$ cat src/rtl/ofdm_tx_mapper.sv
// ofdm_tx_mapper: writes one OFDM symbol of pilot/BPSK bins into a BSRAM, one bin per cycle.
// Define OFDM_TX_HERMITIAN_EN to also fill the conjugate-mirrored bins for a real IFFT output.
module ofdm_tx_mapper #(
    parameter int          FFT_LEN = 1024,
    parameter logic [15:0] AMP     = 16'h4000
) (
    input  logic        clk,
    input  logic        rst_n,
    input  logic        start,
    input  logic [95:0] data,
    output logic        busy,
    output logic        finish,
    output logic [31:0] din1,
    output logic [10:0] ad1,
    output logic        ce1,
    output logic        wre1
);
    typedef enum logic [1:0] {IDLE, WRITE, DONE} state_t;
    localparam logic [10:0] LAST = 11'(FFT_LEN - 1);
    localparam logic [15:0] NAMP = 16'(0 - int'(AMP));
    state_t      state, nxt;
    logic [10:0] cnt, b;
    logic [95:0] pay;
    logic [6:0]  j;
    logic        pilot, dbin, wr;
    logic [15:0] re;
    always_ff @(posedge clk or negedge rst_n) begin
        if (!rst_n) begin
            state <= IDLE;
            cnt   <= '0;
            pay   <= '0;
        end else begin
            state <= nxt;
            if (state == IDLE && start) begin
                pay <= data;
                cnt <= '0;
            end else if (state == WRITE) begin
                cnt <= cnt + 1'b1;
            end
        end
    end
    always_comb begin
        nxt = (state == IDLE && start)       ? WRITE :
              (state == WRITE && cnt == LAST) ? DONE  :
              (state == DONE)                 ? IDLE  : state;
    end
`ifdef OFDM_TX_HERMITIAN_EN
    logic mir;
    // mirrored bins reuse the value of bin FFT_LEN-cnt; 11-bit wrap makes this exact up to 2048
    assign mir = cnt >= 11'(FFT_LEN - 120) && cnt <= 11'(FFT_LEN - 20);
    assign b   = mir ? 11'(FFT_LEN) - cnt : cnt;
`else
    assign b = cnt;
`endif
    always_comb begin
        pilot = b == 11'd20 || b == 11'd21 || b == 11'd54 || b == 11'd87 || b == 11'd120;
        dbin  = (b >= 11'd22 && b <= 11'd53) || (b >= 11'd55 && b <= 11'd86) ||
                (b >= 11'd88 && b <= 11'd119);
        j     = 7'(b - ((b <= 11'd53) ? 11'd22 : (b <= 11'd86) ? 11'd23 : 11'd24));
        re    = pilot ? AMP : dbin ? (pay[j ^ 7'd7] ? AMP : NAMP) : '0;
        wr    = state == WRITE;
    end
    // every populated bin is purely real, so the conjugate mirror shares the same word
    assign busy   = wr;
    assign finish = state == DONE;
    assign ce1    = wr;
    assign wre1   = wr;
    assign ad1    = wr ? cnt : '0;
    assign din1   = wr ? {re, 16'h0000} : '0;
endmodule

$ cat config.mk
export PLATFORM = sky130hd
export DESIGN_NAME = ofdm_tx_mapper
export DESIGN_NICKNAME = d
export VERILOG_FILES = /design/src/rtl/ofdm_tx_mapper.sv
export SDC_FILE = /design/constraint.sdc
export NUM_CORES = 1
export LEC_CHECK = 0
export ABC_AREA = 1
export BUFFER_PORTS_ARGS = -buffer_cell sky130_fd_sc_hd__clkbuf_2
export CORE_MARGIN = 8
export CORE_UTILIZATION = 40
export CTS_CLUSTER_SIZE = 10
export DETAILED_ROUTE_END_ITERATION = 8
export GPL_TIMING_DRIVEN = 0
export PLACE_DENSITY_LB_ADDON = 0.12
export SYNTH_ARGS = -nofsm -noshare
export SYNTH_HDL_FRONTEND = slang
export SYNTH_SLANG_ARGS = --single-unit
$ cat constraint.sdc
create_clock -name clk -period 5.25 [get_ports clk]
set_input_delay 0.2625 -clock clk [delete_from_list [all_inputs] [get_ports clk]]
set_output_delay 0.2625 -clock clk [all_outputs]
set_load 0.02 [all_outputs]
==> flow_summary.json <==
{
  "status": "complete, but fails checks",
  "violations": "hold timing",
  "synth-seq-cells": 109,
  "crit_arrival_ns": 4.53,
  "hold_ws_ns": -0.03895,
  "regArea_mm2": 0.002728,
  "grt_start_max_net_pins": 110,
  "worst-path-max-fanout": 10,
  "final_nets": 1123,
  "cts.sinks": 109,
  "yosys.area_share.simple_pct": 34.36,
  "cts-hold-fix-buffers": 0,
  "skew_ns": 0.003546,
  "yosys.area.top_type": "dfrtp_1",
  "dp_slack_ns": 0.8416,
  "ys_top_cells_by_area": "dfrtp_1 44%, nand2_1 24%, buf_4 4.1%, nor2_1 3.8%, nand3_1 3.4%",
  "h-tree-depth": 3,
  "setup_violations": 0,
  "avgSynthCellArea_um2": 7.147,
  "grt_use_met2_pct": 31.41,
  "met1_usage_pct": 23.79,
  "synth_compound_area_share_pct": 9.679,
  "routabilityCongestion": 0.8714,
  "power_density_mw_per_mm2": 231.3,
  "insertion_delay_ns": 0.36,
  "relSlewSlack_pct": 39.26,
  "die_x_um": 140.0,
  "yosysTopAreaCellShare_pct": 44.33,
  "drc_errors": 0,
  "grt_pass1_vias": 5756,
  "crit_path_start_kind": "register",
  "synth_top_family_by_area": "simple AND/OR/NAND/NOR gates",
  "async_flop_share_pct": 100.0,
  "tns_ns": 0,
  "clock.fmax_mhz": 208.8,
  "r2r-end": "state[0]$_DFFE_PN0P_",
  "cts_resized": 0,
  "antenna_found_initial": 0,
  "chipHeight_um": 140.0,
  "timing.final.hold_violations": 11,
  "synthAdderAreaFrac_pct": 1.627,
  "grt.busiest_layer": "met2",
  "synth-xor-area-share_pct": 0,
  "cts_tree": "yes",
  "reg2reg_slack_ns": 3.27,
  "final_cells": 1209,
  "ys.flop_type": "dfrtp_1",
  "synth_warnings": 0,
  "path_delay_family": "buffers and inverters",
  "tightest_slew_ns": 0.9110,
  "drt_iter0_markers": 418,
  "via_per_inst": 4.818,
  "irDropWorstVdd_mv": 0.1496,
  "placed_area_mm2": 0.007082,
  "drv_cap": 0,
  "synth_cell_types": 37,
  "firstDrtPassIters": 5,
  "ctsLongestPathBuffers": 2,
  "crit_buf_inv": 9,
  "clk_transition_reported_paths_ns": 0.08,
  "final_area_mm2": 0.007427,
  "ios": 146,
  "reg2reg_from": "b[1]$_DFFE_PN0P_",
  "leakage_uw": 0.004165,
  "grt_overflow": 0,
  "grt_pass1_wl_um": 29370,
  "syn2layout_area_growth_pct": 20.70,
  "finalCritPeriodShare_pct": 91.22,
  "dieArea_mm2": 0.01961,
  "synth-edff-count": 0,
  "cp_data_required_time_ns": 4.99,
  "multi_input_area_mm2": 0.002923,
  "min_path_type": "in2async",
  "synth_area_mm2": 0.006153,
  "synthTopCellsByCount": "386 x nand2_1, 109 x dfrtp_1, 63 x nor2_1",
  "grt_util_all_layers_pct": 18.82,
  "rows": 45,
  "fillCellCount": 1605,
  "cts_root_buf": "clkbuf_16",
  "wire_per_inst_um": 14.89,
  "synth.mux.area_fraction_pct": 0,
  "antenna_cells": 0,
  "portBuffers": 115,
  "place_inst": 1193,
  "dp_hpwl_um": 13330,
  "core_area_mm2": 0.01515,
  "synth.yosys.seq_area_share_pct": 44.33,
  "start_util_pct": 40.63,
  "maxSlewViolCount": 0,
  "cpMaxStageDelayCell": "clkbuf_1",
  "critPathMostFrequentCell": "inv_1",
  "max_stage_delay_ns": 0.47,
  "wirelength_um": 18000,
  "rsz0062_at_grt": "false",
  "synth_most_common_cell": "nand2_1",
  "drtAntennaViolNets": 0,
  "met3_usage_pct": 4.825,
  "r2r_cells": 8,
  "path_class": "reg2out",
  "finalCriticalPeriod_ns": 4.789,
  "fin_ws_ns": 0.4611,
  "drive_gt1_share_pct": 19.39,
  "cts_buffers": 9,
  "p_total_uw": 1718,
  "postCtsSetupBuffers": 0,
  "cp-end-kind": "output port",
  "synthCells": 861,
  "route.vias.total": 5825
}
layout by cell type (no fill, tap or decap), types with 6 or more instances in the layout:
cell type,instances
nand2_1,386
clkbuf_2,115
dfrtp_1,109
nor2_1,63
nand3_1,42
o21ai_0,42
inv_1,39
buf_4,34
clkbuf_1,33
conb_1,30
o22ai_1,20
a21oi_1,18
nand2_2,11
clkbuf_16,9
ha_1,8
inv_2,6
sequential cells by signal, indices dropped and copies added (netlist names):
register and count:
pay 96, b 11, state 2
logic make-up (layout without fill, tap and decap cells):
family,after synthesis,after routing
buf+inv,122,253
simple gates,521,521
fa+ha+maj,8,8
flops,109,109
other cells,1,30
compound gates,100,100
worst max-delay path by stage:
stage,start,end,slack (ns),cells after the start
6_report,b[5]$_DFFE_PN0P_,din1[31],0.46,25
5_1_grt,b[5]$_DFFE_PN0P_,din1[31],0.02,25
4_1_cts,b[5]$_DFFE_PN0P_,din1[31],0.43,24
3_5_place_dp,b[5]$_DFFE_PN0P_,din1[31],0.84,24
3_3_place_gp,b[5]$_DFFE_PN0P_,din1[31],0.81,24
2_1_floorplan,b[5]$_DFFE_PN0P_,din1[31],1.98,24
final cells by class:
type	count	share of cell area, %
Buffer	76	5.930
Clock buffer	10	3.218
Clock inverter	6	1.415
Inverter	46	2.325
Multi-Input combinational cell	659	39.35
Sequential cell	109	36.73
Tap cell	188	3.167
Timing Repair Buffer	115	7.867
layer usage:
metal / wire, um / vias to the layer above / part of all wire (%)
met4: 239 / 0 / 1.3
li1: - / 2983 / -
met2: 8625 / 159 / 48
met5: 0 / - / 0
met1: 8153 / 2660 / 45
met3: 979 / 23 / 5.4
power by group:
part	switching [uW]	internal (uW)
combinational	49.4	40.8
sequential	0	839
clock	347	442
total	396	1320
per-stage QoR:
stage	hold slack (ns)	util, %
2_1_floorplan	-0.03309	-
3_5_place_dp	0.4479	46.76
3_3_place_gp	0.4580	46.70
5_1_grt	0.06939	49.04
6_report	-0.03895	49.04
4_1_cts	0.06713	49.03
(Power assumes the default switching activity.)
